$ cat src/rtl/debounce_multi_pkg.sv
// Shared constants for the multi-channel pin debouncer and its CPU-visible register map.
package debounce_multi_pkg;

    localparam int DB_N_CH        = 22;
    localparam int DB_CNT_W       = 20;
    localparam int DB_THRESH_10MS = 500000;

    // Byte offsets of the debouncer registers in the peripheral window
    localparam logic [7:0] DB_REG_LEVEL    = 8'h00;
    localparam logic [7:0] DB_REG_RISE_FLG = 8'h04;
    localparam logic [7:0] DB_REG_FALL_FLG = 8'h08;
    localparam logic [7:0] DB_REG_RISE_EN  = 8'h0C;
    localparam logic [7:0] DB_REG_FALL_EN  = 8'h10;
    localparam logic [7:0] DB_REG_RISE_CLR = 8'h14;
    localparam logic [7:0] DB_REG_FALL_CLR = 8'h18;
    localparam logic [7:0] DB_REG_THRESH   = 8'h1C;

    typedef enum logic [1:0] {
        DB_EV_NONE = 2'b00,
        DB_EV_RISE = 2'b01,
        DB_EV_FALL = 2'b10
    } db_event_t;

endpackage

$ cat src/rtl/debounce_cell.sv
// One debounced channel: synchroniser, settle counter, filtered level and edge pulses.
module debounce_cell
    import debounce_multi_pkg::*;
#(
    parameter int   CNT_W       = DB_CNT_W,
    parameter int   SYNC_STAGES = 2,
    parameter logic INIT_VAL    = 1'b0
) (
    input  logic             clk,
    input  logic             reset_n,
    input  logic             din,
    input  logic [CNT_W-1:0] thresh,
    output logic             db_out,
    output logic             rise_pulse,
    output logic             fall_pulse
);

    localparam logic [CNT_W-1:0] CNT_ZERO = {CNT_W{1'b0}};
    localparam logic [CNT_W-1:0] CNT_ONE  = {{(CNT_W-1){1'b0}}, 1'b1};

    logic [SYNC_STAGES-1:0] sync_r;
    logic [CNT_W-1:0]       cnt_r;
    logic [CNT_W-1:0]       cnt_nxt_s;
    logic [CNT_W-1:0]       t_m1_s;
    logic                   sync_s;
    logic                   db_r;
    logic                   db_nxt_s;
    logic                   db_prev_r;
    logic                   rise_pulse_r;
    logic                   fall_pulse_r;

    assign sync_s = sync_r[SYNC_STAGES-1];
    // A threshold of 0 behaves like 1, so the terminal count saturates at 0.
    assign t_m1_s = (thresh == CNT_ZERO) ? CNT_ZERO : (thresh - CNT_ONE);

    // Settle counter and filtered level next-state
    always_comb begin
        cnt_nxt_s = cnt_r;
        db_nxt_s  = db_r;
        if (sync_s == db_r) begin
            cnt_nxt_s = CNT_ZERO;
        end else if (cnt_r < t_m1_s) begin
            cnt_nxt_s = cnt_r + CNT_ONE;
        end else begin
            db_nxt_s  = sync_s;
            cnt_nxt_s = CNT_ZERO;
        end
    end

    // Synchroniser chain, counter, level and edge-pulse registers
    always_ff @(posedge clk or negedge reset_n) begin
        if (!reset_n) begin
            sync_r       <= {SYNC_STAGES{INIT_VAL}};
            cnt_r        <= CNT_ZERO;
            db_r         <= INIT_VAL;
            db_prev_r    <= INIT_VAL;
            rise_pulse_r <= 1'b0;
            fall_pulse_r <= 1'b0;
        end else begin
            sync_r       <= {sync_r[SYNC_STAGES-2:0], din};
            cnt_r        <= cnt_nxt_s;
            db_r         <= db_nxt_s;
            db_prev_r    <= db_r;
            rise_pulse_r <= db_r & ~db_prev_r;
            fall_pulse_r <= ~db_r & db_prev_r;
        end
    end

    assign db_out     = db_r;
    assign rise_pulse = rise_pulse_r;
    assign fall_pulse = fall_pulse_r;

endmodule

$ cat src/rtl/debounce_multi.sv
// Multi-channel debouncer with polarity correction, sticky W1C edge flags and a combined irq.
module debounce_multi
    import debounce_multi_pkg::*;
#(
    parameter int              N_CH            = DB_N_CH,
    parameter int              CNT_W           = DB_CNT_W,
    parameter int              SYNC_STAGES     = 2,
    parameter logic [N_CH-1:0] ACTIVE_LOW_MASK = 22'h20_0000,
    parameter logic [N_CH-1:0] INIT_VAL        = 22'h00_0000
) (
    input  logic             clk,
    input  logic             reset_n,
    input  logic [N_CH-1:0]  raw_in,
    input  logic [CNT_W-1:0] thresh,
    input  logic [N_CH-1:0]  rise_en,
    input  logic [N_CH-1:0]  fall_en,
    input  logic [N_CH-1:0]  clr_rise,
    input  logic [N_CH-1:0]  clr_fall,
    output logic [N_CH-1:0]  db_out,
    output logic [N_CH-1:0]  rise_pulse,
    output logic [N_CH-1:0]  fall_pulse,
    output logic [N_CH-1:0]  rise_flag,
    output logic [N_CH-1:0]  fall_flag,
    output logic             irq
);

    logic [N_CH-1:0] pin_s;
    logic [N_CH-1:0] db_s;
    logic [N_CH-1:0] rise_pulse_s;
    logic [N_CH-1:0] fall_pulse_s;
    logic [N_CH-1:0] rise_flag_r;
    logic [N_CH-1:0] fall_flag_r;
    logic            irq_r;

    assign pin_s = raw_in ^ ACTIVE_LOW_MASK;

    for (genvar i = 0; i < N_CH; i++) begin : g_cell
        debounce_cell #(
            .CNT_W       (CNT_W),
            .SYNC_STAGES (SYNC_STAGES),
            .INIT_VAL    (INIT_VAL[i])
        ) u_cell (
            .clk        (clk),
            .reset_n    (reset_n),
            .din        (pin_s[i]),
            .thresh     (thresh),
            .db_out     (db_s[i]),
            .rise_pulse (rise_pulse_s[i]),
            .fall_pulse (fall_pulse_s[i])
        );
    end

    // Sticky event flags (a new event beats a same-cycle clear) and the registered irq
    always_ff @(posedge clk or negedge reset_n) begin
        if (!reset_n) begin
            rise_flag_r <= {N_CH{1'b0}};
            fall_flag_r <= {N_CH{1'b0}};
            irq_r       <= 1'b0;
        end else begin
            rise_flag_r <= rise_pulse_s | (rise_flag_r & ~clr_rise);
            fall_flag_r <= fall_pulse_s | (fall_flag_r & ~clr_fall);
            irq_r       <= |((rise_flag_r & rise_en) | (fall_flag_r & fall_en));
        end
    end

    assign db_out     = db_s;
    assign rise_pulse = rise_pulse_s;
    assign fall_pulse = fall_pulse_s;
    assign rise_flag  = rise_flag_r;
    assign fall_flag  = fall_flag_r;
    assign irq        = irq_r;

endmodule
$ cat config.mk
export PLATFORM = sky130hd
export DESIGN_NAME = debounce_multi
export DESIGN_NICKNAME = d
export VERILOG_FILES = /design/src/rtl/debounce_multi_pkg.sv /design/src/rtl/debounce_cell.sv /design/src/rtl/debounce_multi.sv
export SDC_FILE = /design/constraint.sdc
export NUM_CORES = 2
export LEC_CHECK = 0
export CORE_MARGIN = 1
export CORE_UTILIZATION = 29
export CTS_CLUSTER_SIZE = 16
export DETAILED_ROUTE_END_ITERATION = 10
export HOLD_SLACK_MARGIN = 0.05
export PLACE_DENSITY = 0.45
export SYNTH_ARGS = -nofsm -noshare
export SYNTH_HDL_FRONTEND = slang
export SYNTH_SLANG_ARGS = --single-unit
export TNS_END_PERCENT = 20
$ cat constraint.sdc
create_clock -name clk -period 6.6 [get_ports clk]
set_input_delay 0.66 -clock clk [delete_from_list [all_inputs] [get_ports clk]]
set_output_delay 0.66 -clock clk [all_outputs]
set_load 0.03 [all_outputs]
-- Yosys cells after proc, flatten, opt, wreduce, memory -nomap -nowiden
Index checks and enable logic that the tools add are counted.
- register bits after elaboration: 617
- input bits: 132
- output and inout port bits: 111
- word-level logic and storage cells: 413
- add/subtract/negate cells: 23
- $lt $le $gt $ge: 22
- equal/unequal tests: 22
- multiplexer cells: 45
- bitwise logic cells: 142
- reduce and logical (&&, ||, !) cells: 24
- operators by type and width (kind ; count):
    $mux 20 ; 45
    $add 20x1->20 const B ; 22
    $lt 20x20->1 ; 22
    $not 1->1 ; 89
    $and 22x22->22 ; 4
    $or 22x22->22 ; 3
    $and 1x1->1 ; 44
    $not 22->22 ; 2
    $reduce_and 2->1 ; 22
    $eq 1x1->1 ; 22
    $reduce_or 22->1 ; 1
    $logic_not 20->1 ; 1
    $sub 20x1->20 const B ; 1

-- Depth between registers and ports, before layout
- word-level depth: 5
- gate-level depth with buffers: 18
- depth with buffers taken out: 14

-- By module
From an unflattened synthesis, not the netlist that was laid out.
- cell total of the unflattened synthesis: 5101
- area, all modules: 45260.9 sq um
- modules (own cells, without submodules) (module ; times used ; cells an instance ; area an instance (sq um) ; sequential area each (sq um)):
    debounce_cell (g_cell[11].u_cell ...) ; 17 ; 224 ; 1976.9 ; 650.6
    debounce_cell (g_cell[0].u_cell ...) ; 4 ; 227 ; 1961.9 ; 650.6
    debounce_cell (g_cell[7].u_cell) ; 1 ; 223 ; 1964.4 ; 650.6
    debounce_multi ; 1 ; 162 ; 1841.8 ; 1126.1

-- Worst setup path before layout
Ideal clock, no wire load.
- kind: input -> register
- from: input port thresh[1]
- to: register g_cell[7].u_cell.cnt_r[11]
- library setup time: 0.121 ns
- arrival time: 4.843 ns
- required time: 6.479 ns
- slack: 1.636 ns
- cell stages on the path: 14
- buffers on the path: 2
- path through: nor3_2 > or3b_1 > buf_2 > or4_4 > or4_4 > a21oi_1 > ha_1 > nand4_1 > nor4_1 > nand4_1 > o311ai_0 > nand2b_1 > buf_2 > nor2_1
- longest elaborated chain between the ends: 5
- elaborated cells between the ends (all ways): 6
- those cells by class: add/sub (1); order compare (1); mux (3); reduce/logical (1)
- ends and longest elaborated chain (item ; RTL line ; RTL):
    start, declared ; debounce_multi.sv:14 ; input logic [CNT_W-1:0] thresh,
    $sub 20x1->20 or $logic_not 20->1 (tied branches) ; debounce_cell.sv:34 ; assign t_m1_s = (thresh == CNT_ZERO) ? CNT_ZERO : (thresh - CNT_ONE);
    $mux 20 (*) ; debounce_cell.sv:34 ;
    $lt 20x20->1 (*) ; debounce_cell.sv:42 ; end else if (cnt_r < t_m1_s) begin
    $mux 20 (*) ; debounce_cell.sv:42 ;
    $mux 20 (*) ; debounce_cell.sv:40 ; if (sync_s == db_r) begin
    via g_cell[7].u_cell.cnt_nxt_s[11] ; debounce_cell.sv:23 ; logic [CNT_W-1:0] cnt_nxt_s;
    end signal, assigned ; debounce_cell.sv:61 ; cnt_r <= cnt_nxt_s;
    end, declared ; debounce_cell.sv:22 ; logic [CNT_W-1:0] cnt_r;
The timed path passes the listed nets; every way through them passes the cells marked *.
A chain may end at the register's enable or synchronous reset.

-- Worst setup path after layout
- from: input port thresh[2]
- to: register g_cell[12].u_cell.cnt_r[4]
- longest elaborated chain between the ends: 5
- elaborated cells between the ends (all ways): 6
- those cells by class: add/sub (1); order compare (1); mux (3); reduce/logical (1)
- ends and longest elaborated chain (item ; RTL line):
    $sub 20x1->20 or $logic_not 20->1 (tied branches) ; debounce_cell.sv:34
    $mux 20 (*) ; debounce_cell.sv:34
    $lt 20x20->1 (*) ; debounce_cell.sv:42
    $mux 20 (*) ; debounce_cell.sv:42
    $mux 20 (*) ; debounce_cell.sv:40
    via g_cell[12].u_cell.cnt_nxt_s[4] ; debounce_cell.sv:23
    end signal, assigned ; debounce_cell.sv:61
    end, declared ; debounce_cell.sv:22
Marked as above.

==> flow_summary_export.csv <==
group,metric,value,unit
floorplan,die_area,126000,um^2
timing,worst_slew_pin_slew,994,ps
worst_setup_path,setup.worst_path.end,"g_cell[12].u_cell.cnt_r[4]$_DFF_PN0_",
floorplan,initial_core_util,0.294,
worst_setup_path,endpoint_kind,"register",
power,power.leakage,20.1,nW
worst_setup_path,reg2reg_depth,7,
yosys,ys_warn_count,0,
detailed_routing,dr.pass1.iters,7,
clock_network,htreeDepth,3,
cells_and_area,final_area,43100,um^2
detailed_routing,drtIter0Drc,1601,
placement,placed_cell_area,40400,um^2
clock_network,clockBufferDepth,3,
detailed_routing,routed_via_density,4.78,
worst_setup_path,worstPathArrival,5830,ps
clock_network,postCtsSetupBuffers,0,
global_routing,grt_pass1_wl,165000,um
detailed_routing,detail_route.drc_violations,0,
worst_setup_path,start_kind,"input pin",
cells_and_area,area_delta_synth_final,19.6,%
global_routing,antenna_found_initial,7,
floorplan,ios,243,
timing,rsz0062_at_grt,"no",
power,p_per_area,210,nW/um^2
power,power,9.04,mW
global_routing,grt_pass1_vias,27000,
detailed_routing,wl_per_cell,18.9,um
power,ir_drop,0.000166,V
timing,hold_violations,0,
worst_setup_path,worstPathRequired,7140,ps
yosys,ys_ff_latch,617,
worst_setup_path,r2r_slack,3910,ps
run_status,status,"finished clean",
worst_setup_path,reg2reg_from,"g_cell[4].u_cell.cnt_r[3]$_DFF_PN0_",
yosys,async_flop_share,1.00,
floorplan,core,123000,um^2
job,maxCapViolations,0,
worst_setup_path,crit_path_max_fanout,12,
clock_network,post_cts_resized,0,
yosys,synthCells,3708,
yosys,ys_dominant_reg_cell,"dfrtp_1",
cells_and_area,final_net_count,4558,
cells_and_area,layout-drive-gt1-share,0.0624,
clock_network,cts.sinks,617,
yosys,synth_cell_types,51,
floorplan,rows,128,
global_routing,grt_usage,0.172,
yosys,synth_edf_count,0,
hold_path,hp-class,"register to register",
clock_network,path_clk_slew,60,ps
timing,fmaxAchievable,189,MHz
yosys,syn_area_per_cell,9.71,um^2
timing,slew_headroom,0.335,
placement,post-place-ws,491,ps
timing,finalMaxSlewViolations,0,
detailed_routing,route.antenna.remaining_nets,0,
timing,skew,30.2,ps
placement,dp_hpwl,74900,um
yosys,synth_fp_nets,4281,
clock_network,cts_hold_buffers,1,
global_routing,grt_max_degree,155,
clock_network,insertion_delay,650,ps
timing,fin_crit,5290,ps
placement,io_buffers,242,
timing,timing.setup.tns,0,ps
floorplan,die_w,354,um
timing,whs,345,ps
clock_network,cts_buffers,79,
worst_setup_path,crit_path_start,"thresh[2]",
timing,fin_crit_sh,0.802,
worst_setup_path,crit_type,"input pin to register",
floorplan,die_y,354,um
clock_network,root_buffer,"clkbuf_16",
global_routing,grt.overflow.total,0,
worst_setup_path,r2r_end,"g_cell[4].u_cell.cnt_r[14]$_DFF_PN0_",
timing,worst_slack,1310,ps
detailed_routing,routed_wl,107000,um
yosys,synth_seq_area_share,0.429,
yosys,synthesis.area,36000,um^2
timing,setup_viol,0,
detailed_routing,vias,27100,
clock_network,cts_tree,"done",
placement,gp_congestion,0.804,
## logic make-up (layout without fill, tap and decap cells)
| group | Yosys count | count (layout) | share of synthesized area |
|---|---|---|---|
| mux | 23 | 23 | 0.00716 |
| xor+xnor | 430 | 430 | 0.105 |
| buf+inv | 234 | 566 | 0.0329 |
| fa+ha+maj | 441 | 441 | 0.153 |
| compound gates | 467 | 467 | 0.0827 |
| flops | 617 | 617 | 0.429 |
| other cells | 0 | 4 | 0 |
| simple gates | 1496 | 1496 | 0.190 |
## synth_stat cells, types with 2 or more instances
| cell | n | share of area |
|---|---|---|
| a2111oi_0 | 22 | 0.0054 |
| a211oi_1 | 23 | 0.0048 |
| a21o_1 | 48 | 0.010 |
| a21oi_1 | 188 | 0.026 |
| a221o_1 | 2 | 0.00056 |
| a221oi_1 | 7 | 0.0017 |
| a22o_1 | 5 | 0.0012 |
| a22oi_1 | 12 | 0.0025 |
| a41o_1 | 2 | 0.00056 |
| and2_1 | 6 | 0.0010 |
| and3_1 | 53 | 0.0092 |
| and4_1 | 29 | 0.0071 |
| buf_2 | 48 | 0.0067 |
| buf_4 | 66 | 0.014 |
| clkbuf_1 | 7 | 0.00073 |
| dfrtp_1 | 617 | 0.43 |
| ha_1 | 441 | 0.15 |
| inv_1 | 113 | 0.012 |
| mux2_2 | 22 | 0.0069 |
| nand2_1 | 336 | 0.035 |
| nand2b_1 | 46 | 0.0080 |
| nand3_1 | 148 | 0.021 |
| nand4_1 | 130 | 0.023 |
| nor2_1 | 596 | 0.062 |
| nor2b_1 | 46 | 0.0080 |
| nor3_1 | 76 | 0.011 |
| nor3_2 | 2 | 0.00056 |
| nor4_1 | 14 | 0.0024 |
| o211ai_1 | 22 | 0.0046 |
| o21a_1 | 26 | 0.0054 |
| o21ai_0 | 66 | 0.0092 |
| o21ba_2 | 2 | 0.00056 |
| o221ai_1 | 20 | 0.0049 |
| o311ai_0 | 6 | 0.0015 |
| o311ai_1 | 12 | 0.0029 |
| or2_2 | 5 | 0.00087 |
| or4_4 | 2 | 0.00063 |
| xnor2_1 | 171 | 0.042 |
| xor2_1 | 259 | 0.063 |
## stage by stage
| step | instances | util |
|---|---|---|
| after detailed placement | 5528 | 0.330 |
| after global placement | 5528 | 0.330 |
| after global routing | 5665 | 0.351 |
| after floorplan | 3708 | - |
| final | 5669 | 0.352 |
| after CTS | 5665 | 0.351 |
## power by group
part | switching, mW | leakage [nW] | internal [mW] | total [mW]
Clock | 1.75 | 1.30 | 2.68 | 4.43
Sequential | 0.0544 | 8.47 | 3.83 | 3.89
Combinational | 0.466 | 10.3 | 0.259 | 0.725
## cells in the final DEF, fill, tap and decap left out, types with 23 or more instances in the layout
cell	netlist	routed
dfrtp_1	617	617
nor2_1	596	596
ha_1	441	441
nand2_1	336	322
xor2_1	259	259
clkdlybuf4s50_1	0	241
a21oi_1	188	186
xnor2_1	171	171
nand3_1	148	148
nand4_1	130	130
inv_1	113	112
clkbuf_16	0	83
nor3_1	76	76
buf_4	66	68
o21ai_0	66	65
and3_1	53	52
a21o_1	48	48
nor2b_1	46	46
nand2b_1	46	45
and4_1	29	29
o21a_1	26	26
a211oi_1	23	23
## state kept, by name, indices dropped and copies added, names as in the netlist
signal and cells:
fall_flag 22, g_cell.u_cell.sync_r 44, irq 1, g_cell.u_cell.db_out 22, g_cell.u_cell.cnt_r 440, rise_flag 22, g_cell.u_cell.fall_pulse 22, g_cell.u_cell.rise_pulse 22
g_cell.u_cell.db_prev_r 22
## per-layer routing
metal	vias to the layer above	GRT usage	share of wire
met1	13000	0.246	0.49
met2	509	0.268	0.44
met5	-	0	0.00032
met4	4	0.0434	0.019
li1	13400	-	-
met3	133	0.0270	0.049
## worst min-delay path by stage
stage,startpoint,end,cells past startpoint
floorplan,g_cell[0].u_cell.sync_r[0]$_DFF_PN0_,g_cell[0].u_cell.sync_r[1]$_DFF_PN0_,0
global placement,g_cell[6].u_cell.sync_r[0]$_DFF_PN0_,g_cell[6].u_cell.sync_r[1]$_DFF_PN0_,0
detailed placement,g_cell[15].u_cell.sync_r[0]$_DFF_PN0_,g_cell[15].u_cell.sync_r[1]$_DFF_PN0_,0
CTS,g_cell[3].u_cell.sync_r[0]$_DFF_PN0_,g_cell[3].u_cell.sync_r[1]$_DFF_PN0_,0
global route,g_cell[19].u_cell.sync_r[0]$_DFF_PN0_,g_cell[19].u_cell.sync_r[1]$_DFF_PN0_,0
finish,g_cell[10].u_cell.sync_r[0]$_DFF_PN0_,g_cell[10].u_cell.sync_r[1]$_DFF_PN0_,0
## layout make-up
type                            count  area, um^2
Multi-Input combinational cell   2857       19500
Fill cell                       12300       79400
Sequential cell                   617       15400
Inverter                          113         424
Clock buffer                      112        2340
Antenna cell                        4        10.0
Timing Repair Buffer              317        3070
Clock inverter                     24         298
Tap cell                         1625        2030
## critical path, cell delays in order
cell and delay, ps:
clkdlybuf4s50_1 500, nor3_2 410, or3b_1 510, or4_4 550, or4_4 460, a21oi_4 550, buf_4 400, ha_1 220
nand4_1 120, nor3_1 280, nand2_1 80, o311ai_1 320, nand2b_1 410, buf_4 270, nor2_1 60
(Power assumes the default switching activity.)
